`config.mk`:
```
export PLATFORM = sky130hd
export DESIGN_NAME = mem_wb_pipe
export DESIGN_NICKNAME = d
export VERILOG_FILES = /design/src/rtl/mem_wb_pipe_pkg.sv /design/src/rtl/mem_wb_pipe_skid_reg.sv /design/src/rtl/mem_wb_pipe.sv
export SDC_FILE = /design/constraint.sdc
export NUM_CORES = 1
export LEC_CHECK = 0
export BUFFER_PORTS_ARGS = -buffer_cell sky130_fd_sc_hd__buf_2
export CORE_UTILIZATION = 45
export DETAILED_ROUTE_END_ITERATION = 10
export GPL_ROUTABILITY_DRIVEN = 0
export PLACE_DENSITY = 0.7
export SETUP_SLACK_MARGIN = 0.1
export SLEW_MARGIN = 15
export SYNTH_ARGS = -nofsm -noshare
export SYNTH_HDL_FRONTEND = slang
export SYNTH_SLANG_ARGS = --single-unit
```
`constraint.sdc`:
```
create_clock -name clk -period 2.7 [get_ports clk]
set_input_delay 0.54 -clock clk [delete_from_list [all_inputs] [get_ports clk]]
set_output_delay 0.54 -clock clk [all_outputs]
set_load 0.05 [all_outputs]
```
`src/rtl/mem_wb_pipe_pkg.sv`:
```
// ---------------------------------------------------------------------------
// mem_wb_pipe_pkg
//   Shared constants for the MEM->WB pipeline stage: default widths, the
//   "no register" writeback address, the all-zero data word and a helper
//   that computes the width of the packed stage payload.
//   Ports: none (package).
// ---------------------------------------------------------------------------
package mem_wb_pipe_pkg;

    localparam int DATA_W_DEF = 32;
    localparam int ADDR_W_DEF = 5;
    localparam int CP0_ADDR_W = 5;

    // Register 0 is hard-wired zero, so it doubles as "no writeback".
    localparam logic [ADDR_W_DEF-1:0] NOP_REG_ADDR = '0;
    localparam logic [DATA_W_DEF-1:0] ZERO_WORD    = '0;

    // Packed payload layout, MSB first:
    //   wreg[LANES] wd[LANES*ADDR_W] wdata[LANES*DATA_W] whilo hi lo
    //   llbit_we llbit_val cp0_we cp0_addr cp0_data
    function automatic int PAYLOAD_W(input int lanes, input int data_w, input int addr_w);
        return lanes * (1 + addr_w + data_w)
             + 1 + 2 * data_w
             + 2
             + 1 + CP0_ADDR_W + data_w;
    endfunction

endpackage

```
`src/rtl/mem_wb_pipe_skid_reg.sv`:
```
// ---------------------------------------------------------------------------
// mem_wb_pipe_skid_reg
//   Generic valid/ready pipeline register with a one-entry skid buffer.
//   Gives full throughput under back-pressure while in_ready comes straight
//   from a flop, so there is no combinational path from out_ready to in_ready.
//   Ports:
//     clk, rst (sync, active-low), flush (drop everything held)
//     in_valid / in_ready / in_data    upstream handshake and payload
//     out_valid / out_ready / out_data downstream handshake and payload
//   Parameters: W payload width, CLEAR value loaded on reset/flush/bubble.
// ---------------------------------------------------------------------------
module mem_wb_pipe_skid_reg #(
    parameter int           W     = 8,
    parameter logic [W-1:0] CLEAR = '0
) (
    input  logic         clk,
    input  logic         rst,
    input  logic         flush,
    input  logic         in_valid,
    output logic         in_ready,
    input  logic [W-1:0] in_data,
    output logic         out_valid,
    input  logic         out_ready,
    output logic [W-1:0] out_data
);

    logic         out_valid_q;
    logic [W-1:0] out_data_q;
    logic         skid_valid_q;
    logic [W-1:0] skid_data_q;

    logic accept;
    logic out_free;

    // Upstream may only send while the skid slot is empty; that keeps the
    // ready signal a pure flop output.
    assign in_ready = ~skid_valid_q;
    assign accept   = in_valid & in_ready;
    assign out_free = ~out_valid_q | out_ready;

    // The output register reloads whenever it is free: the skid entry has
    // priority (it is older), otherwise a new entry, otherwise a cleared
    // bubble so no stale enable remains visible. A stalled output parks the
    // incoming entry in the skid slot.
    always_ff @(posedge clk) begin
        if (!rst || flush) begin
            out_valid_q  <= 1'b0;
            out_data_q   <= CLEAR;
            skid_valid_q <= 1'b0;
            skid_data_q  <= CLEAR;
        end else if (out_free) begin
            if (skid_valid_q) begin
                out_valid_q  <= 1'b1;
                out_data_q   <= skid_data_q;
                skid_valid_q <= 1'b0;
                skid_data_q  <= CLEAR;
            end else if (accept) begin
                out_valid_q <= 1'b1;
                out_data_q  <= in_data;
            end else begin
                out_valid_q <= 1'b0;
                out_data_q  <= CLEAR;
            end
        end else if (accept) begin
            skid_valid_q <= 1'b1;
            skid_data_q  <= in_data;
        end
    end

    assign out_valid = out_valid_q;
    assign out_data  = out_data_q;

endmodule

```
`src/rtl/mem_wb_pipe.sv`:
```
// ---------------------------------------------------------------------------
// mem_wb_pipe
//   MEM->WB pipeline stage carrying LANES register writebacks plus the shared
//   HI/LO, LLbit and CP0 writes, with valid/ready flow control and a skid
//   buffer. Also counts entries retired at WB.
//   Ports:
//     clk, rst (sync, active-low), flush
//     in_valid, in_ready, in_wreg, in_wd, in_wdata, in_whilo, in_hi, in_lo,
//     in_llbit_we, in_llbit_val, in_cp0_we, in_cp0_addr, in_cp0_data
//     out_valid, out_ready, wb_* (registered copies of in_*)
//     retire_cnt  entries consumed at WB, wraps silently
//   Lane k of wd/wdata sits at [k*W +: W]; lane 0 is the older instruction.
//   Same-address lanes are passed through untouched for the regfile.
// ---------------------------------------------------------------------------
module mem_wb_pipe
    import mem_wb_pipe_pkg::*;
#(
    parameter int DATA_W = DATA_W_DEF,
    parameter int ADDR_W = ADDR_W_DEF,
    parameter int LANES  = 2,
    parameter int CNT_W  = 32
) (
    input  logic                      clk,
    input  logic                      rst,
    input  logic                      flush,

    input  logic                      in_valid,
    output logic                      in_ready,
    input  logic [LANES-1:0]          in_wreg,
    input  logic [LANES*ADDR_W-1:0]   in_wd,
    input  logic [LANES*DATA_W-1:0]   in_wdata,
    input  logic                      in_whilo,
    input  logic [DATA_W-1:0]         in_hi,
    input  logic [DATA_W-1:0]         in_lo,
    input  logic                      in_llbit_we,
    input  logic                      in_llbit_val,
    input  logic                      in_cp0_we,
    input  logic [CP0_ADDR_W-1:0]     in_cp0_addr,
    input  logic [DATA_W-1:0]         in_cp0_data,

    output logic                      out_valid,
    input  logic                      out_ready,
    output logic [LANES-1:0]          wb_wreg,
    output logic [LANES*ADDR_W-1:0]   wb_wd,
    output logic [LANES*DATA_W-1:0]   wb_wdata,
    output logic                      wb_whilo,
    output logic [DATA_W-1:0]         wb_hi,
    output logic [DATA_W-1:0]         wb_lo,
    output logic                      wb_llbit_we,
    output logic                      wb_llbit_val,
    output logic                      wb_cp0_we,
    output logic [CP0_ADDR_W-1:0]     wb_cp0_addr,
    output logic [DATA_W-1:0]         wb_cp0_data,

    output logic [CNT_W-1:0]          retire_cnt
);

    localparam int PW = PAYLOAD_W(LANES, DATA_W, ADDR_W);

    // Cleared payload: every enable low, addresses at the no-op register,
    // data zero.
    localparam logic [PW-1:0] CLEAR_PAYLOAD = {
        {LANES{1'b0}},
        {LANES{ADDR_W'(NOP_REG_ADDR)}},
        {LANES{DATA_W'(ZERO_WORD)}},
        1'b0, DATA_W'(ZERO_WORD), DATA_W'(ZERO_WORD),
        1'b0, 1'b0,
        1'b0, {CP0_ADDR_W{1'b0}}, DATA_W'(ZERO_WORD)
    };

    logic [PW-1:0] in_payload;
    logic [PW-1:0] out_payload;
    logic [CNT_W-1:0] retire_cnt_q;

    assign in_payload = {
        in_wreg, in_wd, in_wdata,
        in_whilo, in_hi, in_lo,
        in_llbit_we, in_llbit_val,
        in_cp0_we, in_cp0_addr, in_cp0_data
    };

    mem_wb_pipe_skid_reg #(
        .W     (PW),
        .CLEAR (CLEAR_PAYLOAD)
    ) u_skid (
        .clk       (clk),
        .rst       (rst),
        .flush     (flush),
        .in_valid  (in_valid),
        .in_ready  (in_ready),
        .in_data   (in_payload),
        .out_valid (out_valid),
        .out_ready (out_ready),
        .out_data  (out_payload)
    );

    assign {
        wb_wreg, wb_wd, wb_wdata,
        wb_whilo, wb_hi, wb_lo,
        wb_llbit_we, wb_llbit_val,
        wb_cp0_we, wb_cp0_addr, wb_cp0_data
    } = out_payload;

    // A drain on the flush cycle still really happened at WB, so the
    // counter ignores flush and only honours reset.
    always_ff @(posedge clk) begin
        if (!rst) begin
            retire_cnt_q <= '0;
        end else if (out_valid && out_ready) begin
            retire_cnt_q <= retire_cnt_q + 1'b1;
        end
    end

    assign retire_cnt = retire_cnt_q;

endmodule
```
==> flow_summary.toml <==
[synth]
synth_top_family_by_area = "simple AND/OR/NAND/NOR gates"
synth_xor_area_share_pct = 0.516
synth_ff_type = "dfxtp_1"
synth_warnings = 0
netlist_area_um2 = 15300
synth_cell_types = 36
synthMuxAreaShare_pct = 0.131
synth_edf_count = 0
synth_top_area_share_pct = 51.9
syn_inst = 1672
synthTopCellsByArea = "dfxtp_1 52%, a22o_1 9.5%, a211oi_1 8.1%, and3_1 6.9%, nor3_1 5.4%"
ys_seq_area_share_pct = 51.9
synth_adder_area_share_pct = 0.0818
yosys.area.top_type = "dfxtp_1"
syn_area_per_cell_um2 = 9.14
ys_seq_elements = 396
async_flop_share_pct = 0
synth-simple-area-share_pct = 21.6
syn-num-nets = 1859
synth_compound_area_share_pct = 21.2

[timing]
tns_ns = 0
holdWs_ns = 0.235
fmax_mhz = 394
finClkSkew_ns = 0.0139
finalCritPeriodShare_pct = 94.1
hold_viol_final = 0
slew_headroom_pct = 12.1
setup_violations = 0
rsz0062_at_grt = "no"
tightestPinTransition_ns = 1.32
slew_violations = 0
fin_crit_ns = 2.54

[clock_network]
ctsHoldBuffers = 0
clock-sinks = 396
cts_made_buffers = 42
clock_path_buffers = 3
cts_tree = "yes"
clock_latency_ns = 0.53
cts_resized = 0
post_cts_buffers = 0
path_clk_slew_ns = 0.06
htreeDepth = 2
cts-root-buf = "clkbuf_16"

[die]
core-area_um2 = 33400
dieArea_um2 = 34700
row_count = 67
die_h_um = 186
initial_core_util_pct = 45.7
dieWidth_um = 186
pin_count = 401

[place]
port-buffer-count = 400
dp.final_hpwl_um = 26300

[critical_path]
max_stage_delay_ns = 0.40
start_kind = "register"
end_kind = "output port"
worstPathRequired_ns = 2.16
crit_chain = "inv_4 -> buf_12 -> buf_2"
crit_slowest_cell = "buf_2"
path_buf_inv = 3
critical_path_class = "reg2out"
critPathMaxFanout = 166
crit_arrival_ns = 2.00
cp_top_family = "buffers and inverters"

[power]
power_per_cell_area_nw_per_um2 = 684
ir_drop_uv = 465
power.leakage_nw = 8.63

[grt]
grt_first_pass_wirelength_um = 72300
track_usage_pct = 25.0
antenna_found_initial = 17
grt-ovfl-total = 0
grt_max_degree = 198
grt_pass1_vias = 13200

[hold_path]
hp-class = "in2reg"

[status]
status = "completed"

[layout]
layout-drive-gt1-share_pct = 24.6
num-nets-final = 2148
layout_common_cells = "399 x buf_2, 395 x dfxtp_1, 191 x nor2_1, 169 x and3_1"
area_delta_synth_final_pct = 23.4
layout_commonest_cell = "buf_2"

[drt]
wire_per_inst_um = 18.6
drtIter0Drc = 1094
met2_length_um = 20900
dr_wl_met3_um = 3440
drc = 0
dr.pass1.iters = 6
wl_um = 45500
antenna_left = 0
wl_met1_um = 19900
vias = 14177
vias_per_cell = 5.78
top_layer = "met5"

[flow_run]
cap_viol_max_count = 0
==> power breakdown <==
part / switching [W] / internal, W
clock network: 0.00229 / 0.00343
registers: 0.0000574 / 0.00595
logic: 0.000805 / 0.000373
total: 0.00315 / 0.00975
==> per-layer routing <==
metal | global-route usage (%) | vias to the layer above
li1 | - | 6767
met1 | 32.9 | 6863
met2 | 39.3 | 458
met3 | 6.68 | 83
met4 | 9.06 | 6
met5 | 0 | -
==> final cells by class <==
| class | instances | area (µm²) |
|---|---|---|
| fill | 3004 | 14600 |
| timing repair buffer | 416 | 2250 |
| sequential | 396 | 7930 |
| antenna | 15 | 37.5 |
| clock inverter | 7 | 62.6 |
| clock buffer | 67 | 1320 |
| inverter | 5 | 21.3 |
| tap | 448 | 561 |
| multi-input combinational | 1100 | 6690 |
==> final timing paths <==
kind                                      startpoint                     end  slack, ns  cells past startpoint
worst min-delay path                       in_lo[27]  u_skid.skid_data_q[67]       0.24                      2
worst min register to register  u_skid.out_data[163]    u_skid.out_data[163]       0.45                      2
worst max register to register      u_skid.out_valid    u_skid.out_data[103]       0.44                      5
worst max-delay path             u_skid.skid_valid_q                in_ready       0.16                      3
==> sequential cells by signal, indices dropped and copies added, names as in the netlist <==
signal / cells
retire_cnt: 32
u_skid.out_valid: 1
u_skid.skid_valid_q: 1
u_skid.skid_data_q: 181
u_skid.out_data: 181
==> per-stage QoR <==
stage	utilization, %	instance area [µm²]	cells	setup WS (ns)	total power, W
final	56.4	18900	2454	0.161	0.0129
after global routing	56.4	18900	2450	0.236	0.0133
after CTS	56.3	18800	2439	0.287	0.0130
after detailed placement	52.2	17500	2365	0.257	0.00731
after global placement	52.2	17500	2365	0.258	0.00729
after floorplan	-	15300	1672	0.394	0.00691
==> Yosys cell counts (9+ instances only) <==
master and n:
a211oi_1 165, nand3_1 12, a22oi_1 16, o31ai_1 12, clkbuf_1 131, o21ai_0 23
nor2_1 191, a21oi_1 39, a22o_1 165, or4_1 12, dfxtp_1 396, nand4_1 9
buf_2 30, nand2_1 78, and3_1 169, buf_1 9, nor3_1 165
==> cell families (layout without fill, tap and decap cells) <==
| family | Yosys count | count (layout) |
|---|---|---|
| compound gates | 424 | 424 |
| xor+xnor | 9 | 9 |
| fa+ha+maj | 1 | 1 |
| buf+inv | 176 | 495 |
| flops | 396 | 396 |
| mux | 2 | 2 |
| other cells | 0 | 15 |
| simple gates | 664 | 664 |
No activity file was read; power rests on OpenSTA's default activity.
